## src/rtl/regfile_port_arbiter.sv

```systemverilog
// regfile_port_arbiter
//
// Shares the register file's write port and read port 1 between the core
// (controller writeback and operand reads) and a host/debug requester.
// The core always has priority. One host operation is buffered and issued
// on the first cycle its port is free. Core and host can use different
// ports in the same cycle, for example a core write together with a host read.
//
// Optional feature, selected by the macro REGARB_STARVE_GUARD_EN:
//   defined     - starve counter and FORCE state are present. After
//                 STARVE_LIMIT blocked PEND cycles, the core is stalled for
//                 one cycle and the buffered host operation takes its port.
//   not defined - strict core priority. core_stall is always 0.
//
// Ports:
//   clk, rst          clock and synchronous active-high reset
//   core_we/waddr/wdata   core write request
//   core_rd1_use/raddr1   core read-port-1 request
//   core_stall        core request this cycle was not performed; the core must repeat it
//   host_req/we/addr/wdata  host operation request (accepted when host_ready=1)
//   host_ready        arbiter can accept a host request
//   host_done         one-cycle pulse: host write committed
//   host_rvalid       one-cycle pulse: host_rdata holds a new read result
//   host_rdata        last host read result
//   write_enable/address/data   register file write port
//   read_address1 / read_data1  register file read port 1 (combinational read)

module regfile_port_arbiter #(
  parameter int WORD_SIZE    = 8,
  parameter int INDEX_SIZE   = 4,
  parameter int STARVE_LIMIT = 8
) (
  input  logic                  clk,
  input  logic                  rst,
  input  logic                  core_we,
  input  logic [INDEX_SIZE-1:0] core_waddr,
  input  logic [WORD_SIZE-1:0]  core_wdata,
  input  logic                  core_rd1_use,
  input  logic [INDEX_SIZE-1:0] core_raddr1,
  output logic                  core_stall,
  input  logic                  host_req,
  input  logic                  host_we,
  input  logic [INDEX_SIZE-1:0] host_addr,
  input  logic [WORD_SIZE-1:0]  host_wdata,
  output logic                  host_ready,
  output logic                  host_done,
  output logic                  host_rvalid,
  output logic [WORD_SIZE-1:0]  host_rdata,
  output logic                  write_enable,
  output logic [INDEX_SIZE-1:0] write_address,
  output logic [WORD_SIZE-1:0]  write_data,
  output logic [INDEX_SIZE-1:0] read_address1,
  input  logic [WORD_SIZE-1:0]  read_data1
);

`ifdef REGARB_STARVE_GUARD_EN
  typedef enum logic [1:0] {IDLE = 2'd0, PEND = 2'd1, FORCE = 2'd2} state_t;
  // The counter value in the last blocked PEND cycle before FORCE.
  localparam logic [7:0] CNT_LAST = 8'(STARVE_LIMIT - 1);
`else
  typedef enum logic {IDLE = 1'b0, PEND = 1'b1} state_t;
`endif

  state_t state_q, state_d;

  // Buffered host operation
  logic                  buf_we_q;
  logic [INDEX_SIZE-1:0] buf_addr_q;
  logic [WORD_SIZE-1:0]  buf_wdata_q;

  // Host completion signals, registered one cycle after issue
  logic                  done_p1;
  logic                  rvalid_p1;
  logic [WORD_SIZE-1:0]  rdata_p1;

  logic accept;
  logic issue;
  logic forced;
  logic issue_wr;
  logic issue_rd;
  logic port_free;

`ifdef REGARB_STARVE_GUARD_EN
  logic [7:0] cnt_q;
`endif

  // The buffered operation needs only the port matching its direction.
  assign port_free = buf_we_q ? !core_we : !core_rd1_use;

  always_comb begin
    state_d    = state_q;
    accept     = 1'b0;
    issue      = 1'b0;
    forced     = 1'b0;
    host_ready = 1'b0;
    case (state_q)
      IDLE: begin
        host_ready = 1'b1;
        if (host_req) begin
          accept  = 1'b1;
          state_d = PEND;
        end
      end
      PEND: begin
        if (port_free) begin
          issue   = 1'b1;
          state_d = IDLE;
        end
`ifdef REGARB_STARVE_GUARD_EN
        else if (cnt_q == CNT_LAST) begin
          state_d = FORCE;
        end
`endif
      end
`ifdef REGARB_STARVE_GUARD_EN
      FORCE: begin
        forced  = 1'b1;
        issue   = 1'b1;
        state_d = IDLE;
      end
`endif
      default: state_d = IDLE;
    endcase
    // While reset is asserted, nothing is accepted or issued. This keeps the
    // register file from being written by a buffered operation that will be dropped.
    if (rst) begin
      host_ready = 1'b0;
      accept     = 1'b0;
      issue      = 1'b0;
      forced     = 1'b0;
    end
  end

  assign issue_wr = issue &  buf_we_q;
  assign issue_rd = issue & ~buf_we_q;

  // Port muxing. A forced slot suppresses the core write, even when the
  // host operation is a read, because the core repeats the whole stalled request.
  assign write_enable  = issue_wr | (core_we & ~forced & ~rst);
  assign write_address = issue_wr ? buf_addr_q  : core_waddr;
  assign write_data    = issue_wr ? buf_wdata_q : core_wdata;
  assign read_address1 = issue_rd ? buf_addr_q  : core_raddr1;
  assign core_stall    = forced;

  assign host_done   = done_p1;
  assign host_rvalid = rvalid_p1;
  assign host_rdata  = rdata_p1;

  always_ff @(posedge clk) begin
    if (rst) begin
      state_q     <= IDLE;
      buf_we_q    <= 1'b0;
      buf_addr_q  <= '0;
      buf_wdata_q <= '0;
    end else begin
      state_q <= state_d;
      if (accept) begin
        buf_we_q    <= host_we;
        buf_addr_q  <= host_addr;
        buf_wdata_q <= host_wdata;
      end
    end
  end

  // ---- stage p1: host completion, one cycle after issue ----
  // read_data1 is sampled on the issue edge. A core write in that same
  // cycle lands on the same edge, so the read returns the pre-write value.
  always_ff @(posedge clk) begin
    if (rst) begin
      done_p1   <= 1'b0;
      rvalid_p1 <= 1'b0;
      rdata_p1  <= '0;
    end else begin
      done_p1   <= issue_wr;
      rvalid_p1 <= issue_rd;
      if (issue_rd) begin
        rdata_p1 <= read_data1;
      end
    end
  end

`ifdef REGARB_STARVE_GUARD_EN
  // Counts blocked PEND cycles since the operation was accepted.
  always_ff @(posedge clk) begin
    if (rst) begin
      cnt_q <= '0;
    end else if (accept) begin
      cnt_q <= '0;
    end else if (state_q == PEND && !issue) begin
      cnt_q <= cnt_q + 8'd1;
    end
  end
`endif

endmodule
```

## config.mk

```make
export PLATFORM = sky130hd
export DESIGN_NAME = regfile_port_arbiter
export DESIGN_NICKNAME = d
export VERILOG_FILES = /design/src/rtl/regfile_port_arbiter.sv
export SDC_FILE = /design/constraint.sdc
export NUM_CORES = 1
export LEC_CHECK = 0
export ABC_AREA = 1
export ABC_CLOCK_PERIOD_IN_PS = 1500
export CORE_AREA = 3 3 61 63
export DETAILED_ROUTE_END_ITERATION = 8
export DIE_AREA = 0 0 64 66
export GPL_TIMING_DRIVEN = 0
export PLACE_DENSITY = 0.84
export SYNTH_ARGS = -nofsm -noshare
export SYNTH_HDL_FRONTEND = slang
export SYNTH_SLANG_ARGS = --single-unit
```

## constraint.sdc

```tcl
create_clock -name clk -period 1.5 [get_ports clk]
set_clock_uncertainty 0.15 [all_clocks]
set_input_delay 0.375 -clock clk [delete_from_list [all_inputs] [get_ports clk]]
set_output_delay 0.375 -clock clk [all_outputs]
set_load 0.02 [all_outputs]
```

==> results of run 1 <==
## worst paths after layout
kind	startpoint	end	slack, ns	depth (start not counted)
worst min register to register	buf_wdata_q[5]$_SDFFE_PP0P_	buf_wdata_q[5]$_SDFFE_PP0P_	0.34	2
worst max register to register	state_q$_SDFF_PP0_	host_rdata[5]$_SDFFE_PP0P_	0.03	9
worst max-delay path	buf_we_q$_SDFFE_PP0P_	write_data[3]	-0.56	6
worst min-delay path	host_req	buf_wdata_q[0]$_SDFFE_PP0P_	0.25	3
## repair_timing
| action | CTS | global route |
|---|---|---|
| pin swaps | 8 | 1 |
| gates cloned | 4 | 0 |
| resized for setup | 178 | 28 |
| buffers inserted | 20 | 6 |
| setup endpoints to repair | 29 | 44 |
## metal layers
metal | vias up | global-route usage [%]
li1 | 787 | -
met1 | 788 | 26.8
met2 | 132 | 44.0
met3 | 20 | 5.78
met4 | 0 | 13.2
met5 | - | 0
## layout by cell type, fill, tap and decap left out, drive strengths merged, types with 2 or more instances in the layout
cell type and count:
nand3 51, buf 59, nand2 68, nor2 12, dlygate4sd2 2, clkdlybuf4s15 4, clkbuf 10, dfxtp 24
clkdlybuf4s50 37, inv 15
## registers in the layout, summed over array words and instances, names as in the netlist
register / cells
host_rdata: 8
host_done: 1
state_q: 1
buf_we_q: 1
buf_addr_q: 4
buf_wdata_q: 8
host_rvalid: 1
## logic make-up (layout without fill, tap and decap cells)
logic type / after synthesis / after routing / synth area share, %
AO/OA/AOI/OAI: 1 / 1 / 0.425
buffers and inverters: 27 / 129 / 10.3
flip-flops: 24 / 24 / 40.9
other: 1 / 1 / 0.319
AND/OR/NAND/NOR: 131 / 131 / 48.1
## stage by stage
| stage | instance area, µm² | setup WS, ns | TNS [ns] |
|---|---|---|---|
| finish | 2460 | -0.557 | -9.09 |
| global route | 2460 | -0.635 | -10.70 |
| CTS | 2360 | -0.460 | -7.77 |
| detailed placement | 1970 | -1.18 | -26.52 |
| global placement | 1970 | -1.18 | -26.38 |
| floorplan | 1220 | -0.0245 | -0.169 |
## tightest hold or removal path, stage by stage
cell	delay [ns]
dlymetal6s2s_1	0.18
nand3_1	0.10
nand2_1	0.04
## final cells by class
| cell class | instances | area, µm² | area share (%) |
|---|---|---|---|
| repair buffers | 99 | 952 | 38.7 |
| multi-input cells | 133 | 751 | 30.5 |
| flip-flops and latches | 24 | 489 | 19.9 |
| plain buffers | 11 | 97.6 | 3.97 |
| inverters | 15 | 58.8 | 2.39 |
| well taps | 46 | 57.6 | 2.34 |
| clock inverters | 1 | 30.0 | 1.22 |
| clock buffers | 3 | 22.5 | 0.916 |
## power by group
part / switching [W] / total [W] / internal, W
Sequential: 0.0000312 / 0.000707 / 0.000676
Combinational: 0.000272 / 0.000570 / 0.000298
Clock: 0.000217 / 0.000487 / 0.000270
Total: 0.000520 / 0.00176 / 0.00124
==> run summary, run 1 <==
Final period utilization -> 137%
CTS Root Cell -> clkbuf_4
Post-synth EDFFs -> 0
Drt initial violations -> 144
Pins over their slew limit -> 0
Layout overhead on the synthesized area -> 109%
Crit Path Category -> reg -> out
I/O pins -> 71
Final Hold Fails -> 0
Initial antenna violation count -> 0
Synth async-reset ratio -> 0%
Post-layout worst setup margin -> -0.557 ns
Post-DR wirelength/cell -> 17.4 µm
Post-synthesis sequential area ratio -> 40.9%
Drc violations -> 0
Most numerous cell in the Yosys netlist -> nand2_1
Die Area -> 4220 µm²
Leak -> 1.18 nW
Avg Inst Size Synth -> 6.39 µm²
Post-DRT Antenna Nets -> 0
Post-synth net total -> 226
Final GP Congestion -> 0.803
GRT Total Usage -> 24.6%
VDD IR-drop max -> 458 µV
DR WL met3 -> 596 µm
CP max FO -> 5
Power Density -> 718 nW/µm²
Layout net count -> 329
Drt pass-1 iters -> 4
Final Non-Filler Cells -> 332
CTS tree -> done
CP max stage cell -> dfxtp_4
Die W -> 64 µm
CTS H-tree depth -> 1
Total power -> 0.00176 W
Worst endpoint data arrival time -> 1.53 ns
Final wirelength -> 5790 µm
Hold Crit Class -> in -> reg
Highest Clock Rate -> 0.486 GHz
Endpoint class of the critical path -> output pin
Final Setup Violations -> 18
Core Footprint -> 3280 µm²
Max Cap Viol -> 0
Post-Synthesis Cells -> 184
Post-Route M1 WL -> 2140 µm
Filler cell count -> 189
Max layer used -> met4
Top cells by count, synth -> 68 x nand2_1, 51 x nand3_1, 24 x dfxtp_1
Crit path launch type -> flop
Largest cells by area after synthesis -> dfxtp_1 41%, nand3_1 22%, nand2_1 22%, inv_1 4.5%, nor2_1 3.2%
Port Buffers -> 69
Required time worst endpoint -> 0.97 ns
Min Hold Slack -> 0.249 ns
Register clock-pin slew on the reported worst setup and hold paths -> 0.14 ns
Synth cell types -> 14
Hold-fix buffers at CTS -> 0
Vias in the first global route -> 1,638
Area leader, netlist -> dfxtp_1
Util after Layout -> 74.9%
Tmin final -> 2.06 ns
Starting Density -> 35.8%
Via Count -> 1,727
DR vias/cell -> 5.20
Post-synth top flop -> dfxtp_1
Synth top area share -> 40.9%
Clock sinks -> 24
Crit path cell chain -> inv_4 -> nor2_4 -> buf_6 -> nand3_1 -> nand2_2 -> buf_6
Placed Cells -> 299
Clk_lat worst skew -> 0.33 ns
Top cell by count, worst path -> buf_6
Site Rows -> 21
Ys Warns -> 0
Antenna diode count -> 0
Layout cells sized above 1 -> 41.6%
Die Span Y -> 66 µm
Failing checks -> negative setup slack
Met2 wire length -> 2860 µm
Cell family with most CP delay -> simple AND/OR/NAND/NOR gates
Outcome -> complete, but fails checks
CP bufs+invs -> 3
Clock Tree Buf Depth -> 2
DP HPWL -> 2690 µm
Max incr delay on CP -> 0.40 ns
Number of CTS-inserted buffers -> 3
RSZ-0062 raised after global routing -> true
Pin count of the biggest net entering global routing -> 15
Yosys reg bits -> 24
Total grt overflow -> 0
Area of the mapped netlist -> 1180 µm²
First-pass GRT wire length -> 7930 µm
Power figures use the tool's default switching activity.
==> inputs of run 2 (changes only) <==
- HOLD_SLACK_MARGIN: unset -> 0.03
- REMOVE_ABC_BUFFERS: unset -> 1
==> run summary, run 2 (synthesis results as in run 1) <==
Outcome -> complete, but fails checks
Failing checks -> negative setup slack
Final Setup Violations -> 18 (unchanged)
DP HPWL -> 2450 µm (-9.2%)
Setup TNS -> -6.63 ns (+2.46 ns)
Min Hold Slack -> 0.328 ns (+0.0797 ns)
Drt initial violations -> 86 (-40%)
Die Span Y -> 66 µm (unchanged)
Hold-fix buffers at CTS -> 0 (unchanged)
CP max stage cell -> dfxtp_4
Starting Density -> 35.8% (unchanged)
Final wirelength -> 4070 µm (-30%)
Clock Tree Buf Depth -> 2 (unchanged)
Area used by multi-input combinational logic -> 759 µm² (+1.2%)
Max Cap Viol -> 0 (unchanged)
Util after Layout -> 68.9% (-5.9 points)
Setup crit start -> state_q$_SDFF_PP0_
I/O pins -> 71 (unchanged)
Crit path launch type -> flop
Endpoint class of the critical path -> output pin
Clock sinks -> 24 (unchanged)
Power Density -> 676 nW/µm² (-5.7%)
Pins over their slew limit -> 0 (unchanged)
Tmin final -> 1.91 ns (-0.145 ns)
Post-DR wirelength/cell -> 13.0 µm (-25%)
Site Rows -> 21 (unchanged)
Drc violations -> 0 (unchanged)
FF/Latch Area -> 488 µm² (-0.26%)
Register clock-pin slew on the reported worst setup and hold paths -> 0.13 ns (about the same)
Most common cell after layout, fill and taps aside -> nand2_1
Post-layout worst setup margin -> -0.413 ns (+0.145 ns)
Reg2Reg Setup Slack -> 0.12 ns (+0.09 ns)
Reg2reg path depth -> 7 (-2)
Layout overhead on the synthesized area -> 92.4%
VDD IR-drop max -> 355 µV (-23%)
Max incr delay on CP -> 0.38 ns (-0.02 ns)
Filler cell count -> 277 (+47%)
Worst slack, placed -> -2.01 ns (-0.833 ns)
Port Buffers -> 69 (unchanged)
Final period utilization -> 128% (-9.6 points)
CP bufs+invs -> 4 (+1)
WHS Path Cells -> 2 (-1)
Worst Max-Slew Pin Slew -> 0.560 ns
Min-delay src -> buf_wdata_q[2]$_SDFFE_PP0P_
Pin count of the biggest net entering global routing -> 16 (+1)
Highest Clock Rate -> 0.523 GHz (+7.6%)
Clk_lat worst skew -> 0.31 ns (-0.02 ns)
Antenna diode count -> 0 (unchanged)
Total grt overflow -> 0 (unchanged)
Rel. slew slack -> 62.7%
First-pass GRT wire length -> 6160 µm (-22%)
Worst r2r src -> state_q$_SDFF_PP0_
CTS H-tree depth -> 1 (unchanged)
Die W -> 64 µm (unchanged)
Leak -> 1.09 nW (-7.5%)
Crit Path Category -> reg -> out
Via Count -> 1,468 (-15%)
Core Footprint -> 3280 µm² (unchanged)
Final Hold Fails -> 0 (unchanged)
GRT Total Usage -> 18.5% (-6.2 points)
RSZ-0062 raised after global routing -> true
Cell family with most CP delay -> buffers and inverters
Drt pass-1 iters -> 5 (+1)
Final GP Congestion -> 0.725 (-9.7%)
Initial antenna violation count -> 0 (unchanged)
Most frequent cells in the layout -> 54 x nand2_1, 37 x clkdlybuf4s50_1, 36 x nand3_1, 22 x dfxtp_1, 19 x buf_6
Layout net count -> 309 (-6.1%)
CTS tree -> done
CP max FO -> 7 (+2)
Die Area -> 4220 µm² (unchanged)
Layout cells sized above 1 -> 33.5% (-8.1 points)
Number of CTS-inserted buffers -> 3 (unchanged)
Crit path cell chain -> inv_4 -> nor2_4 -> buf_12 -> buf_8 -> nand3_1 -> nand2_1 -> buf_6
Post-DRT Antenna Nets -> 0 (unchanged)
Worst endpoint data arrival time -> 1.39 ns (-0.14 ns)
WHS Endpoint -> buf_wdata_q[2]$_SDFFE_PP0P_
Vias in the first global route -> 1,375 (-16%)
CTS Root Cell -> clkbuf_4
Hold Crit Class -> reg -> reg
DR vias/cell -> 4.71 (-9.5%)
Required time worst endpoint -> 0.97 ns (about the same)
FF-to-FF End -> host_rdata[3]$_SDFFE_PP0P_
## run 2: worst register-to-register path, delay by kind of cell (launching register included)
family	cells	cell delay, ns
AND/OR/NAND/NOR	3	0.36
buffers and inverters	4	0.44
flip-flops	1	0.38
## run 2: routing by layer
metal | part of all wire (%) | track usage (%) | vias up
met5 | 0 | 0 | -
met4 | 1.1 | 7.55 | 0
li1 | - | - | 746
met3 | 6.9 | 2.89 | 4
met1 | 37 | 20.6 | 660
met2 | 55 | 34.6 | 58
## run 2: power breakdown
group	internal [W]	leakage, nW	total [W]	switching, W
combinational	0.000256	0.873	0.000494	0.000238
sequential	0.000674	0.198	0.000703	0.0000287
clock	0.000148	0.0210	0.000334	0.000186
## run 2: worst max path at each step
stage / slack (ns) / cells past startpoint / to
final: -0.41 / 7 / write_data[2]
after global routing: -0.48 / 7 / write_address[1]
after CTS: -0.40 / 7 / write_data[4]
after detailed placement: -2.01 / 5 / write_enable
after global placement: -2.04 / 5 / write_enable
after floorplan: -0.42 / 4 / read_address1[0]
## run 2: what timing repair did
| item | in CTS | in global routing |
|---|---|---|
| buffers inserted | 15 | 4 |
| pin swaps | 17 | 16 |
| endpoints found under the hold margin | 0 | 0 |
| resized for setup | 154 | 44 |
| cloned | 2 | 0 |
| endpoints found under the setup margin | 52 | 28 |
## run 2: final cells by class
cell class	instances	area share, %
clock buffers	4	1.60
inverters	15	2.60
multi-input cells	135	33.6
flip-flops and latches	24	21.6
well taps	46	2.54
repair buffers	88	38.1
## run 2: stage by stage
stage,cell area (µm²),cells,total power [W]
after floorplan,1110,172,0.000861
after global placement,1860,287,0.00108
after detailed placement,1860,287,0.00109
after CTS,2130,308,0.00150
after global routing,2260,312,0.00161
final,2260,312,0.00153
==> patch: new RTL, flow settings as in run 2 <==
The parameter `INDEX_SIZE` goes from 4 to 2.
--- a/src/rtl/regfile_port_arbiter.sv
+++ b/src/rtl/regfile_port_arbiter.sv
@@ -27,7 +27,7 @@
 
 module regfile_port_arbiter #(
   parameter int WORD_SIZE    = 8,
-  parameter int INDEX_SIZE   = 4,
+  parameter int INDEX_SIZE   = 2,
   parameter int STARVE_LIMIT = 8
 ) (
   input  logic                  clk,
Ports: changed (5 resized); port bits go from 71 to 61. No check against the original RTL was run, so the function may have changed too.
==> patch against run 2 <==
  * The flow still finishes with violations (setup timing)
  * Critical endpoint is now read_address1[0]
  * Synthesized area down 8.8%
  * Total power down 8.3%
  * Via count down 13%
  * Register-to-register slack better by 0.07 ns
  * Worst setup slack better by 0.016 ns
  * Cell area down 9.1%
  * Sequential cell count down 2
  * Critical path type unchanged
  * Wire length down 16%
  * Clock power down 2%
  * Highest routed layer unchanged
==> patch: results <==
export IMPL_grt_first_pass_wirelength_mm=5.53
export IMPL_num_fill_cells=280
export IMPL_synth_async_sr_flop_share_pct=0
export IMPL_drive_above_1_share_pct=37.9
export IMPL_grt_overflow=0
export IMPL_synthFlopType="dfxtp_1"
export IMPL_ys_warnings_count=0
export IMPL_hpwl_mm=2.12
export IMPL_fin_nets=277
export IMPL_grt_pass1_vias=1249
export IMPL_p_int_mw=0.992
export IMPL_yosysSeqAreaShare_pct=41.1
export IMPL_place_ws_ns=-1.95
export IMPL_cp_max_fo=5
export IMPL_antenna_found_initial=0
export IMPL_drt_iter0_drc=41
export IMPL_via_per_inst=4.47
export IMPL_clk_pin_slew_worst_paths_ns=0.12
export IMPL_portBuffers=59
export IMPL_vdd_drop_max_mv=0.351
export IMPL_synth_commonest_cells="58 x nand2_1, 43 x nand3_1, 22 x dfxtp_1"
export IMPL_firstDrtPassIters=4
export IMPL_violations="setup timing"
export IMPL_numCtsBuffers=3
export IMPL_cts_max_path_buffers=2
export IMPL_tns_ns=-4.82
export IMPL_diodes=0
export IMPL_holdCritPathClass="reg -> reg"
export IMPL_cts_htree_levels=1
export IMPL_root_buffer="clkbuf_4"
export IMPL_worst_slack_ns=-0.396
export IMPL_grt_max_degree=14
export IMPL_worstSkewPairLatency_ns=0.30
export IMPL_grt_usage_pct=16.2
export IMPL_synth_cell_types=14
export IMPL_wl_per_cell_um=11.9
export IMPL_ys_top_cells_by_area="dfxtp_1 41%, nand2_1 20%, nand3_1 20%"
export IMPL_setup_violations_final=14
export IMPL_p_leak_nw=0.953
export IMPL_status="complete, but fails checks"
export IMPL_gp_congestion=0.716
-- patch: cell count changes after synthesis --
cell,run 2,this run
nand2_1,68,58
nand3_1,51,43
inv_1,14,10
inv_2,1,5
buf_6,0,2
dfxtp_1,24,22
buf_1,1,0
buf_2,7,6
o21ai_0,1,0
o21ai_1,0,1
-- patch: worst paths after layout --
| kind | depth (start not counted) | slack, ns | end | startpoint |
|---|---|---|---|---|
| hold reg to reg | 2 | 0.32 | buf_wdata_q[2]$_SDFFE_PP0P_ | buf_wdata_q[2]$_SDFFE_PP0P_ |
| setup reg to reg | 7 | 0.19 | host_rdata[2]$_SDFFE_PP0P_ | state_q$_SDFF_PP0_ |
| setup / recovery | 6 | -0.40 | read_address1[0] | state_q$_SDFF_PP0_ |
| hold / removal | 2 | 0.32 | buf_wdata_q[2]$_SDFFE_PP0P_ | buf_wdata_q[2]$_SDFFE_PP0P_ |
-- patch: cells by family (layout without fill, tap and decap cells) --
kind of cell	after synthesis	count (layout)	share of synthesized area, %
other	1	1	0.350
AND/OR/NAND/NOR	113	116	45.5
buffers and inverters	27	100	12.6
flip-flops	22	22	41.1
AO/OA/AOI/OAI	1	1	0.466
-- patch: what timing repair did --
action / CTS / global route
hold buffers: 0 / 0
endpoints found under the hold margin: 0 / 0
gates cloned: 3 / 0
pin swaps: 11 / 14
setup endpoints to repair: 46 / 23
gates resized for setup: 145 / 32
buffers inserted: 19 / 3
-- patch: worst max-delay path, stage by stage (launching register included) --
cell	delay, ns
dfxtp_2	0.38
inv_4	0.05
buf_4	0.13
nor2_4	0.17
nand3_1	0.12
nand2_2	0.10
buf_6	0.11
-- patch: layout make-up --
type                    instances  area share [%]
inverters                      15            2.98
clock buffers                   4            1.76
well taps                      46            2.80
multi-input cells             118            33.1
repair buffers                 81            37.8
flip-flops and latches         22            21.6
-- patch: metal layers --
metal | vias to the layer above | track usage, % | wire length, um
met3 | 4 | 2.21 | 193
met2 | 40 | 31.0 | 1890
li1 | 669 | - | -
met1 | 566 | 18.5 | 1290
met5 | - | 0 | 0
met4 | 0 | 4.85 | 31
-- patch: per-stage QoR --
step	instances	area, um2
after global routing	286	2060
final	286	2060
after detailed placement	257	1640
after floorplan	152	993
after global placement	257	1640
after CTS	283	1990
-- patch: power by group through the flow --
stage | logic, mW | clock network [mW] | registers, mW
4_1_cts | 0.415 | 0.332 | 0.638
2_1_floorplan | 0.120 | 0 | 0.660
3_3_place_gp | 0.317 | 0 | 0.648
6_report | 0.437 | 0.327 | 0.639
3_5_place_dp | 0.322 | 0 | 0.650
5_1_grt | 0.468 | 0.365 | 0.644
